==> src/rtl/snake_food_placer.sv <==
// ---------------------------------------------------------------------------
// snake_food_placer: picks the next food cell, probing past snake body cells
// Rev 1.0
// ---------------------------------------------------------------------------
`default_nettype none

module snake_food_placer #(
  parameter int unsigned       CELL_W     = 8,
  parameter int unsigned       LEN_W      = 5,
  parameter int unsigned       MAX_LEN    = 16,
  parameter int unsigned       MAX_PROBES = 256,
  parameter logic [CELL_W-1:0] SEED       = 8'hB8,
  parameter logic [CELL_W-1:0] FOOD_INIT  = 8'h88
) (
  input  logic                       Clk,
  input  logic                       Reset,
  input  logic                       Start,
  input  logic [LEN_W-1:0]           Length,
  input  logic                       Seed_en,
  input  logic [CELL_W-1:0]          Seed,
  output logic [$clog2(MAX_LEN)-1:0] Rd_addr,
  input  logic [CELL_W-1:0]          Rd_data,
  output logic [CELL_W-1:0]          Food,
  output logic                       Busy,
  output logic                       Done,
  output logic                       Fail
);

  localparam int unsigned ADDR_W = $clog2(MAX_LEN);
  localparam int unsigned CNT_W  = $clog2(MAX_LEN + 1);
  localparam int unsigned PRB_W  = $clog2(MAX_PROBES + 1);
  localparam int unsigned CMP_W  = (LEN_W > CNT_W) ? LEN_W : CNT_W;

  typedef enum logic [2:0] {
    S_IDLE  = 3'd0,
    S_SCAN  = 3'd1,
    S_PROBE = 3'd2,
    S_DONE  = 3'd3,
    S_FAIL  = 3'd4
  } state_t;

  state_t              r_state;
  logic [CELL_W-1:0]   r_lfsr;
  logic [CELL_W-1:0]   r_cand;
  logic [CNT_W-1:0]    r_len;
  logic [CNT_W-1:0]    r_next;
  logic [PRB_W-1:0]    r_probes;
  logic                r_issue;
  logic                r_cmp_valid;
  logic [ADDR_W-1:0]   r_cmp_idx;
  logic [ADDR_W-1:0]   r_rd_addr;
  logic [CELL_W-1:0]   r_food;
  logic                r_busy;
  logic                r_done;
  logic                r_fail;

  logic                w_lfsr_fb;
  logic [CELL_W-1:0]   w_seed_load;
  logic [CNT_W-1:0]    w_len_clamp;
  logic [CELL_W-1:0]   w_start_cand;
  logic                w_hit;
  logic                w_cmp_last;

  // Fibonacci taps for x^8 + x^6 + x^5 + x^4 + 1, shifting toward the MSB
  assign w_lfsr_fb    = r_lfsr[CELL_W-1] ^ r_lfsr[CELL_W-3] ^ r_lfsr[CELL_W-4] ^ r_lfsr[CELL_W-5];
  assign w_seed_load  = (Seed == '0) ? CELL_W'(1) : Seed;
  assign w_start_cand = Seed_en ? Seed : r_lfsr;

  always_comb begin
    w_len_clamp = CNT_W'(Length);
    if (CMP_W'(Length) > CMP_W'(MAX_LEN)) begin
      w_len_clamp = CNT_W'(MAX_LEN);
    end
  end

  // Rd_data always belongs to the address issued one cycle earlier
  assign w_hit      = r_cmp_valid && (Rd_data == r_cand);
  assign w_cmp_last = (CNT_W'(r_cmp_idx) == (r_len - CNT_W'(1)));

  always_ff @(posedge Clk) begin
    if (!Reset) begin
      r_state     <= S_IDLE;
      r_lfsr      <= SEED;
      r_cand      <= '0;
      r_len       <= '0;
      r_next      <= '0;
      r_probes    <= '0;
      r_issue     <= 1'b0;
      r_cmp_valid <= 1'b0;
      r_cmp_idx   <= '0;
      r_rd_addr   <= '0;
      r_food      <= FOOD_INIT;
      r_busy      <= 1'b0;
      r_done      <= 1'b0;
      r_fail      <= 1'b0;
    end else begin
      r_done <= 1'b0;
      r_fail <= 1'b0;

      if (Seed_en) begin
        r_lfsr <= w_seed_load;
      end else begin
        r_lfsr <= {r_lfsr[CELL_W-2:0], w_lfsr_fb};
      end

      case (r_state)
        S_IDLE: begin
          if (Start) begin
            r_cand      <= w_start_cand;
            r_len       <= w_len_clamp;
            r_probes    <= PRB_W'(1);
            r_next      <= CNT_W'(1);
            r_issue     <= 1'b1;
            r_cmp_valid <= 1'b0;
            r_cmp_idx   <= '0;
            if (w_len_clamp == '0) begin
              r_state <= S_DONE;
              r_done  <= 1'b1;
              r_food  <= w_start_cand;
            end else begin
              r_state   <= S_SCAN;
              r_busy    <= 1'b1;
              r_rd_addr <= '0;
            end
          end
        end

        S_SCAN: begin
          if (w_hit) begin
            r_state <= S_PROBE;
          end else if (r_cmp_valid && w_cmp_last) begin
            r_state <= S_DONE;
            r_done  <= 1'b1;
            r_busy  <= 1'b0;
            r_food  <= r_cand;
          end else begin
            r_cmp_valid <= r_issue;
            r_cmp_idx   <= r_rd_addr;
            if (r_next < r_len) begin
              r_rd_addr <= r_next[ADDR_W-1:0];
              r_next    <= r_next + CNT_W'(1);
              r_issue   <= 1'b1;
            end else begin
              r_issue <= 1'b0;
            end
          end
        end

        S_PROBE: begin
          r_cand <= r_cand + CELL_W'(1);
          if (r_probes == PRB_W'(MAX_PROBES)) begin
            r_state <= S_FAIL;
            r_fail  <= 1'b1;
            r_busy  <= 1'b0;
          end else begin
            r_probes    <= r_probes + PRB_W'(1);
            r_state     <= S_SCAN;
            r_rd_addr   <= '0;
            r_next      <= CNT_W'(1);
            r_issue     <= 1'b1;
            r_cmp_valid <= 1'b0;
          end
        end

        S_DONE:  r_state <= S_IDLE;
        S_FAIL:  r_state <= S_IDLE;
        default: r_state <= S_IDLE;
      endcase
    end
  end

  assign Rd_addr = r_rd_addr;
  assign Food    = r_food;
  assign Busy    = r_busy;
  assign Done    = r_done;
  assign Fail    = r_fail;

endmodule

`default_nettype wire

==> config.mk <==
export PLATFORM = sky130hd
export DESIGN_NAME = snake_food_placer
export DESIGN_NICKNAME = d
export VERILOG_FILES = /design/src/rtl/snake_food_placer.sv
export SDC_FILE = /design/constraint.sdc
export NUM_CORES = 1
export LEC_CHECK = 0
export BUFFER_PORTS_ARGS = -buffer_cell sky130_fd_sc_hd__buf_2
export CAP_MARGIN = 15
export CELL_PAD_IN_SITES_DETAIL_PLACEMENT = 1
export CELL_PAD_IN_SITES_GLOBAL_PLACEMENT = 1
export CORE_MARGIN = 4
export CORE_UTILIZATION = 49
export CTS_BUF_LIST = sky130_fd_sc_hd__clkbuf_4
export CTS_CLUSTER_SIZE = 25
export DETAILED_ROUTE_END_ITERATION = 12
export PLACE_DENSITY = 0.95
export SYNTH_ARGS = -nofsm -noshare
export SYNTH_HDL_FRONTEND = slang
export SYNTH_SLANG_ARGS = --single-unit
==> constraint.sdc <==
create_clock -name Clk -period 5.62 [get_ports Clk]
set_clock_uncertainty 0.2 [all_clocks]
set_input_delay 0.562 -clock Clk [delete_from_list [all_inputs] [get_ports Clk]]
set_output_delay 0.562 -clock Clk [all_outputs]
set_load 0.03 [all_outputs]
# ---- Word level (Yosys, flattened, before mapping)
# Index checks and enable logic that the tools add are counted.
# Widths: inputs -> output; s select.
dict set report totals {
  ff_bits 59
  elab_cells 117
  output_inout_bits 15
  inputBits 25
}
dict set report op_classes {
  n_eq_ne 15
  bitwise_logic 3
  muxes 60
  n_lt_le_gt_ge 2
  n_reduce_logical 19
  n_addsub 4
}
# operator count
set ops {}
lappend ops {{$mux 8} 8}
lappend ops {{$mux 4} 9}
lappend ops {{$pmux 8 s2} 2}
lappend ops {{$mux 5} 6}
lappend ops {{$mux 1} 19}
lappend ops {{$mux 9} 2}
lappend ops {{$ne 2x2->1 const B} 9}
lappend ops {{$pmux 9 s2} 1}
lappend ops {{$pmux 5 s3} 1}
lappend ops {{$mux 3} 4}
lappend ops {{$pmux 4 s3} 1}
lappend ops {{$reduce_and 6->1} 2}
lappend ops {{$reduce_and 5->1} 2}
lappend ops {{$add 9x1->9 const B} 1}
lappend ops {{$eq 9x9->1 const B} 1}
lappend ops {{$pmux 1 s3} 3}
lappend ops {{$pmux 3 s3} 1}
lappend ops {{$add 8x1->8 const B} 1}
lappend ops {{$eq 8x8->1} 1}
lappend ops {{$logic_not 8->1} 1}
lappend ops {{$pmux 4 s2} 1}
lappend ops {{$reduce_and 2->1} 4}
lappend ops {{$reduce_and 7->1} 1}
lappend ops {{$add 5x1->5 const B} 1}
lappend ops {{17 further kinds} 21}

# ---- Depth between registers and ports, before layout
# Gate-level depths: netlist of run 1.
dict set report depth {
  depth_word 6
  mapped_depth 9
}

# ---- Worst setup path after synthesis of run 1
# Ideal clock, no wire load.
dict set report synth_timing {
  kind {reg-to-reg}
  start {register r_len[1]}
  end {register r_rd_addr[2], in the netlist Rd_addr[2]}
  period_less_slack_ns 2.343
  path_slack_ns 3.277
  path_buffers 0
  stages_incl_launch_ff 9
  arrival_ns 2.026
  setup_time_ns 0.117
  cell_sequence {dfxtp_1 > inv_1 > ha_1 > and2_1 > o21a_1 > o31ai_1 > a211oi_2 > and3_2 > a32o_1}
}
dict set report synth_via {
  elab_chain_len 5
  word_cells_on_any_way 7
  cone_classes {add/sub: 1; order compare: 1; eq/ne: 3; reduce/logical: 2}
}
# element line_no
set synth_rtl {}
lappend synth_rtl {{start, declared} 45} ;# logic [CNT_W-1:0] r_len;
lappend synth_rtl {{start signal, assigned} 110} ;# r_len <= w_len_clamp;
lappend synth_rtl {{$sub 5x1->5} 78} ;# assign w_cmp_last = (CNT_W'(r_cmp_idx) == (r_len - CNT_W'(1)));
lappend synth_rtl {{$eq 4x5->1} 78}
lappend synth_rtl {{$logic_and 1x1->1} 131} ;# end else if (r_cmp_valid && w_cmp_last) begin
lappend synth_rtl {{$ne 2x2->1 (no source line)} -}
lappend synth_rtl {{$reduce_and 7->1 (no source line) (*)} -}
lappend synth_rtl {{end signal, assigned} 140} ;# r_rd_addr <= r_next[ADDR_W-1:0];
lappend synth_rtl {{end, declared} 51} ;# logic [ADDR_W-1:0] r_rd_addr;
# Mark *: on every way between the ends. The rest lies on a longest branch, timed or not.
# A chain may end at the register's enable or synchronous reset.

# ---- Worst setup path after layout of run 1
dict set report layout_timing {
  start {register r_len[1]}
  end {register r_rd_addr[1], in the netlist Rd_addr[1]}
}
# The elaborated chain is that of the path after synthesis.

==> results of run 1 <==
sequential cells by signal, summed over array words and instances (netlist names):
register and cells:
Busy 1, Done 1, Fail 1, Food 8, Rd_addr 4, r_cand 8
r_cmp_idx 4, r_cmp_valid 1, r_issue 1, r_len 5, r_lfsr 8, r_next 5
r_probes 9, r_state 3
metrics by stage:
| stage | cells | power (mW) | util, % | cell area (µm²) | setup WS, ns |
|---|---|---|---|---|---|
| final | 490 | 0.853 | 54.7 | 3470 | 2.72 |
| after global routing | 490 | 0.890 | 54.7 | 3470 | 2.50 |
| after CTS | 490 | 0.855 | 54.7 | 3470 | 2.72 |
| after detailed placement | 475 | 0.617 | 53.2 | 3380 | 2.75 |
| after global placement | 475 | 0.608 | 53.2 | 3380 | 2.92 |
| after floorplan | 378 | 0.576 | - | 3200 | 3.28 |
cells in the mapped netlist (all sizes together), types with 5 or more instances:
library cell	instances
dfxtp	59
nand2	46
a21oi	33
nor2	31
nand3	29
xor2	14
clkbuf	11
inv	11
a211oi	10
ha	9
mux2i	9
nand2b	9
nor3	9
o21ai	9
nand4	8
buf	7
o211ai	7
o221ai	6
xnor2	6
or3	5
critical path: cells and delay by family (launching register included):
family / cells / cell delay, ns
AOI/OAI and AO/OA: 4 / 1.41
DFF: 1 / 0.40
and+or+nand+nor: 2 / 0.53
adders and majority gates: 1 / 0.21
buffers and inverters: 1 / 0.10
power by group:
part	switching, mW	total, mW	internal [mW]
clock	0.154	0.242	0.0877
combinational	0.0973	0.151	0.0537
sequential	0.0238	0.459	0.436
layout by cell type, fill, tap and decap left out, types with 2 or more instances in the layout:
master    synthesis  final
dfxtp_1          59     59
nand2_1          46     46
buf_2             2     39
a21oi_1          32     32
nor2_1           30     30
nand3_1          29     29
xor2_1           14     14
inv_1            11     11
clkbuf_4          0     10
nor3_1            9      9
nand2b_1          9      9
a211oi_1          9      9
o21ai_0           9      9
mux2i_1           9      9
ha_1              9      9
nand4_1           7      7
xnor2_1           6      6
o211ai_1          6      6
o221ai_1          6      6
o21a_1            4      4
or3_1             4      4
clkinv_1          1      4
a32o_1            4      4
nand3b_1          4      4
and2_1            3      3
a221oi_1          3      3
nor4_1            2      2
nor4b_2           2      2
a21boi_0          2      2
and3_2            2      2
o211a_1           2      2
o41ai_1           2      2
and3_1            2      2
a31oi_1           2      2
clkinv_2          0      2
logic make-up after synthesis:
| logic type | share of synthesized area [%] |
|---|---|
| simple gates | 25.8 |
| compound gates | 20.4 |
| flops | 36.9 |
| buf+inv | 5.08 |
| xor+xnor | 5.47 |
| mux | 2.81 |
| fa+ha+maj | 3.52 |
cell type report:
type | count | area [µm²]
sequential | 59 | 1180
inverter | 12 | 45.0
clock inverter | 5 | 21.3
tap | 77 | 96.3
timing repair buffer | 39 | 195
fill | 797 | 2880
multi-input combinational | 288 | 1860
clock buffer | 10 | 75.1
metal layers:
metal,GRT usage (%),part of all wire [%]
met5,0,0
met4,10.6,2.0
met3,4.19,6.0
met2,40.2,48
met1,31.5,44
how the worst max path moves through the flow:
stage | start | end
global route | r_len[1] | Rd_addr[1]
CTS | r_len[1] | Rd_addr[1]
finish | r_len[1] | Rd_addr[1]
detailed placement | r_len[1] | Rd_addr[1]
global placement | r_len[1] | Rd_addr[1]
floorplan | r_len[1] | Rd_addr[2]
==> impl_metrics.toml, run 1 <==
[grt]
grt_pass1_wl_mm = 14.8
grt_pass1_vias = 3013
grt_antenna_before_repair = 0
grt_start_max_net_pins = 30
grt_remaining_overflow = 0
grt_usage_pct = 24.5

[setup_path]
regToRegEndpoint = "Rd_addr[1]"
ff2ff_setup_slack_ns = 2.72
slowest_delay_ns = 0.74
path_cells = "inv_1 > ha_1 > and2_1 > a211oi_1 > o31ai_1 > a211oi_2 > and3_2 > a32o_1"
r2r-start = "r_len[1]"
worst-r2r-cell-count = 8
cp_slowest_cell = "a211oi_2"
worstPathArrival_ns = 3.06
worstSetupPathType = "register to register"
crit_path_end_kind = "register"
crit_fanout = 13
worstSetupStartpointType = "register"
crit_required_ns = 5.78

[die]
die_y_um = 88.8
coreArea_um2 = 6350
dieArea_um2 = 7890
rows = 29
die_x_um = 88.8
ios = 40
start_util_pct = 50.4

[cts]
cts_inserted_buffers = 9
cts_root_buffer = "clkbuf_4"
htreeDepth = 3
cts.path.max_buffers = 2
cts_tree = "done"
clk_pin_slew_ns = 0.10
clock_latency_ns = 0.41
cts_resized = 0
holdBufCountCts = 0
post-cts-setup-buffers = 0
clock_sinks = 59

[synthesis]
synthArstFlopShare_pct = 0
ys.flop_type = "dfxtp_1"
yosys-top-cells-area = "dfxtp_1, nand2_1, a21oi_1, nand3_1, xor2_1"
synth_top_cell_by_area = "dfxtp_1"
yosys_warnings = 0
synth_cells = 378
synth-edff-count = 0
syn_avg_cell_area_um2 = 8.47
yosysSeqAreaShare_pct = 36.9
synth_nets = 412
synth_cell_type_count = 59
synth_area_um2 = 3200
post-synth-top-area-fraction_pct = 36.9
synth_seq_cells = 59

[sta]
setup_viol = 0
final.period_utilization_pct = 51.6
fin_crit_ns = 2.90
hold-worst-slack_ns = 0.204
fmax_mhz = 345
worst_pin_slew_ns = 0.839
fin_tns_setup_ns = 0
relSlewSlack_pct = 44.0
finalHoldViolations = 0
rsz0062_at_grt = "no"
drv_slew = 0

[place]
portBuffers = 39
finalWeightedCongestion = 0.817
dpl.hpwl_mm = 6.70

[final_layout]
drive_gt1_share_pct = 16.2
diodes = 0
area_delta_synth_final_pct = 8.44
fin_nets = 443

[power_and_ir_drop]
p_leak_nw = 1.36
pwr_density_cell_nw_per_um2 = 246
ir_drop_mv = 0.133

[worst_hold_path]
min_path_cells = 3
hp-class = "input pin to register"
min-delay-start = "Seed[4]"
whs_endpoint = "r_lfsr[4]"

[routing]
drt_wl_total_mm = 9.00
drt_iter0_drc = 187
drc_errors = 0
dr.pass1.iters = 4
via_per_inst = 6.11
wl_per_cell_um = 18.4
num_vias = 2994
ant_nets = 0

[run_status]
outcome = "complete, no violations"

[flow_run]
cap_violations = 0
No activity file was read; power rests on OpenSTA's default activity.
==> inputs of run 2 (changes only) <==
--- a/config.mk
+++ b/config.mk
@@ -10,11 +10,11 @@
 export CELL_PAD_IN_SITES_DETAIL_PLACEMENT = 1
 export CELL_PAD_IN_SITES_GLOBAL_PLACEMENT = 1
 export CORE_MARGIN = 4
-export CORE_UTILIZATION = 49
+export CORE_UTILIZATION = 41
 export CTS_BUF_LIST = sky130_fd_sc_hd__clkbuf_4
 export CTS_CLUSTER_SIZE = 25
 export DETAILED_ROUTE_END_ITERATION = 12
-export PLACE_DENSITY = 0.95
+export PLACE_DENSITY = 0.87
 export SYNTH_ARGS = -nofsm -noshare
 export SYNTH_HDL_FRONTEND = slang
 export SYNTH_SLANG_ARGS = --single-unit
==> constraint.sdc (replaced) <==
create_clock -name Clk -period 2.5 [get_ports Clk]
set_clock_uncertainty 0.2 [all_clocks]
set_input_delay 0.25 -clock Clk [delete_from_list [all_inputs] [get_ports Clk]]
set_output_delay 0.25 -clock Clk [all_outputs]
set_load 0.03 [all_outputs]
==> impl_metrics.toml, run 2 (same netlist as run 1, synthesis figures left out) <==
[run_status]
outcome = "complete, no violations"

[final_layout]
area_delta_synth_final_pct = 19.6
drive_gt1_share_pct = 20.3
final_cell_mix = "dfxtp_1, nand2_1, buf_2, a21oi_1, nor2_1"
fin_nets = 479
multiInputGateArea_um2 = 1880
regMostFlops = "r_probes"
num-fill-cells = 919
diodes = 0
largest_reg_flops = 9
final_common_cell = "dfxtp_1"
regArea_um2 = 1180

[routing]
drt_iter0_drc = 126
dr.pass1.iters = 4
wl_per_cell_um = 18.2
num_vias = 3133
drt_wl_total_mm = 9.96
via_per_inst = 5.73
ant_nets = 0
drc_errors = 0

[setup_path]
crit_required_ns = 2.61
worstSetupStartpointType = "register"
worstPathArrival_ns = 2.54
path_cells = "inv_1 > ha_1 > and2_1 > o21a_1 > o31a_2 > o211ai_1 > a21boi_0 > o211a_1"
crit_path_end_kind = "register"
crit_fanout = 3
slowest_delay_ns = 0.35
cp_slowest_cell = "dfxtp_1"
worstSetupPathType = "register to register"

[grt]
grt_usage_pct = 22.6
grtUsageMet2_pct = 39.5
busiest_layer = "met2"
grt_remaining_overflow = 0
grt_pass1_wl_mm = 16.1
grt_antenna_before_repair = 0
grt_use_met3_pct = 3.64
grt_start_max_net_pins = 27
grt_pass1_vias = 3264
use_met1_pct = 27.6

[cts]
htreeDepth = 3
cts_root_buffer = "clkbuf_4"
clock_latency_ns = 0.42
clock_sinks = 59
cts.path.max_buffers = 2
cts_tree = "done"
cts_inserted_buffers = 9
clk_pin_slew_ns = 0.09

[die]
dieArea_um2 = 9290
die_y_um = 96.4
rows = 31
start_util_pct = 43.2
die_x_um = 96.4
ios = 40
coreArea_um2 = 7410

[sta]
fin_crit_ns = 2.44
worst_pin_slew_ns = 0.563
relSlewSlack_pct = 62.4
fin_tns_setup_ns = 0
finalHoldViolations = 0
fmax_mhz = 410
setup_viol = 0
rsz0062_at_grt = "yes"
setup_ws_ns = 0.0608
drv_slew = 0
final.period_utilization_pct = 97.6

[power_and_ir_drop]
ir_drop_mv = 0.227
p_switching_mw = 0.638
p_int_mw = 1.33
pwr_density_cell_nw_per_um2 = 514
pwr-share-clk_pct = 26.9
swShare_pct = 32.4
seqPwrFrac_pct = 52.2
p_leak_nw = 1.53
total_power_mw = 1.97
p_comb_share_pct = 20.9

[place]
portBuffers = 39
pre_cts_ws_ns = 0.0964
dpl.hpwl_mm = 7.05
finalWeightedCongestion = 0.814

[flow_run]
cap_violations = 0

[worst_hold_path]
hp-class = "input pin to register"
==> run 2: cell count changes in the layout (fill, tap and decap cells not counted), sizes merged <==
cell	before	now
clkbuf	10	9
dlygate4sd3	0	17
buf	39	58
==> run 2: path summary, 6_finish.rpt <==
kind | start | end | slack (ns) | cells after the start
hold reg to reg | Food[1] | Food[1] | 0.27 | 2
hold / removal | Reset | r_next[0] | 0.02 | 2
setup / recovery | r_len[1] | r_next[0] | 0.06 | 8
setup reg to reg | r_len[1] | r_next[0] | 0.06 | 8
==> run 2: layer usage <==
layer	vias to the layer above	routed length, µm
met2	70	4990
met1	1546	4390
met5	-	0
li1	1502	-
met3	15	394
met4	0	181
==> run 2: power by group through the flow <==
stage / clock network [mW] / logic [mW] / registers, mW
global route: 0.586 / 0.451 / 1.03
detailed placement: 0 / 0.371 / 1.05
floorplan: 0 / 0.259 / 1.04
CTS: 0.542 / 0.395 / 1.03
global placement: 0 / 0.356 / 1.05
finish: 0.529 / 0.412 / 1.03
==> run 2: cell type report <==
cell class / count / share of cell area (%)
multi-input cells: 288 / 49.1
inverters: 12 / 1.18
clock inverters: 5 / 0.588
well taps: 99 / 3.23
clock buffers: 9 / 1.76
repair buffers: 75 / 13.3
flip-flops and latches: 59 / 30.8
==> run 2: per-stage QoR <==
step                cell area (µm²)  cells  hold WS, ns  utilization [%]
floorplan                      3200    378        0.178                -
global placement               3540    515        0.243             47.8
detailed placement             3540    515        0.256             47.8
CTS                            3800    546      0.00105             51.3
global route                   3830    547       0.0202             51.7
finish                         3830    547       0.0181             51.7
==> run 2: repair_timing <==
item,CTS,global route
setup buffers,0,1
hold endpoints to repair,14,0
resized for setup,0,5
setup endpoints to repair,0,17
hold buffers,17,0
==> run 2: worst max-delay path, delay by kind of cell (launching register included) <==
family | cells | cell delay, ns
DFF | 1 | 0.35
buffers and inverters | 1 | 0.08
AOI/OAI and AO/OA | 5 | 1.30
adders and majority gates | 1 | 0.20
and+or+nand+nor | 1 | 0.21
==> inputs of run 3 (changes only) <==
--- a/config.mk
+++ b/config.mk
@@ -14,6 +14,7 @@
 export CTS_BUF_LIST = sky130_fd_sc_hd__clkbuf_4
 export CTS_CLUSTER_SIZE = 25
 export DETAILED_ROUTE_END_ITERATION = 12
+export HOLD_SLACK_MARGIN = 0.15
 export PLACE_DENSITY = 0.87
 export SYNTH_ARGS = -nofsm -noshare
 export SYNTH_HDL_FRONTEND = slang
==> impl_metrics.toml, run 3 (same netlist as run 1, synthesis figures left out) <==
[setup_path]
r2r-start = "r_len[1]"
worstSetupPathType = "input pin to register"
cp-startpoint = "Seed[4]"
slowest_delay_ns = 0.58
worstSetupStartpointType = "input pin"
crit_required_ns = 2.67
path_cells = "dlygate4sd3_1 > buf_2 > nor4_2 > a21oi_1 > dlygate4sd3_1 > a211oi_2 > dlygate4sd3_1"
crit_fanout = 2
crit_path_end_kind = "register"
cp_common_cell = "dlygate4sd3_1"
worstPathArrival_ns = 2.67
cp_slowest_cell = "dlygate4sd3_1"

[run_status]
outcome = "complete, no violations"

[sta]
rsz0062_at_grt = "yes"
relSlewSlack_pct = 61.0
setup_viol = 0
drv_slew = 0
fin_crit_ns = 2.50
finalHoldViolations = 0
setup_ws_ns = 0.000896
worst_pin_slew_ns = 0.583
final.period_utilization_pct = 100
fmax_mhz = 400

[final_layout]
fin_nets = 492
stdcell_area_um2 = 3970
regMostFlops = "r_probes"
diodes = 0
area_delta_synth_final_pct = 24.0
final_common_cell = "dfxtp_1"
largest_reg_flops = 9
final_cell_mix = "dfxtp_1, nand2_1, buf_2, a21oi_1"
drive_gt1_share_pct = 20.2
final_cells = 560

[grt]
grt_usage_pct = 24.1
grt_start_max_net_pins = 27
grt_antenna_before_repair = 0
grt_pass1_vias = 3401
grt_remaining_overflow = 0
grt_pass1_wl_mm = 17.0

[die]
die_y_um = 96.4
ios = 40
coreArea_um2 = 7410
start_util_pct = 43.2
dieArea_um2 = 9290
rows = 31
die_x_um = 96.4

[routing]
wl_per_cell_um = 18.7
drc_errors = 0
drt_iter0_drc = 142
dr.pass1.iters = 4
ant_nets = 0
drt_wl_total_mm = 10.5
via_per_inst = 5.72
num_vias = 3201

[place]
finalWeightedCongestion = 0.814
dp.cells = 515
pre_cts_ws_ns = 0.0964
dpl.hpwl_mm = 7.05
portBuffers = 39
post_dp_cell_area_um2 = 3540

[power_and_ir_drop]
total_power_mw = 2.00
p_leak_nw = 1.57
pwr_density_cell_nw_per_um2 = 504
ir_drop_mv = 0.228

[cts]
htreeDepth = 3
cts_inserted_buffers = 9
cts.path.max_buffers = 2
cts_root_buffer = "clkbuf_4"
clk_pin_slew_ns = 0.12
cts_tree = "done"
clock_sinks = 59
clock_latency_ns = 0.42

[worst_hold_path]
hp-class = "input pin to register"
min-delay-start = "Seed_en"

[flow_run]
cap_violations = 0
## run 3: area by class of cell
cell class	count	area (µm²)
fill	906	3440
multi-input combinational	288	1890
sequential	59	1180
timing repair buffer	88	638
tap	99	124
clock buffer	9	67.6
inverter	12	45.0
clock inverter	5	22.5
## run 3: worst paths after layout
kind                            cells past startpoint   endpoint  slack (ns)
worst max-delay path                                7  r_lfsr[0]      0.0009
worst min-delay path                                3  r_lfsr[1]        0.25
worst max register to register                      8  r_next[0]        0.06
worst min register to register                      2    Food[1]        0.27
## run 3: where the power goes
part	switching, mW	internal [mW]
Clock	0.350	0.182
Sequential	0.0488	0.979
Combinational	0.254	0.186
Total	0.653	1.35
## run 3: repair_timing
action,CTS,global route
gates resized for setup,0,7
buffers inserted,0,1
endpoints found under the setup margin,0,18
hold buffers,30,0
endpoints found under the hold margin,29,0
## run 3: critical path, delay by kind of cell
kind	cells	cell delay [ns]
AOI/OAI and AO/OA	2	0.29
buffers and inverters	4	1.87
and+or+nand+nor	1	0.26
## run 3: metal layers
metal | GRT usage [%] | share of wire (%)
met1 | 28.4 | 43
met2 | 43.1 | 50
met3 | 3.72 | 4.1
met4 | 10.4 | 2.9
met5 | 0 | 0
## run 3: through the flow
stage	hold slack, ns	TNS [ns]	utilization (%)
after floorplan	0.178	0	-
after global placement	0.243	0	47.8
after CTS	0.182	0	53.0
final	0.254	0	53.6
after detailed placement	0.256	0	47.8
after global routing	0.267	-0.227	53.6
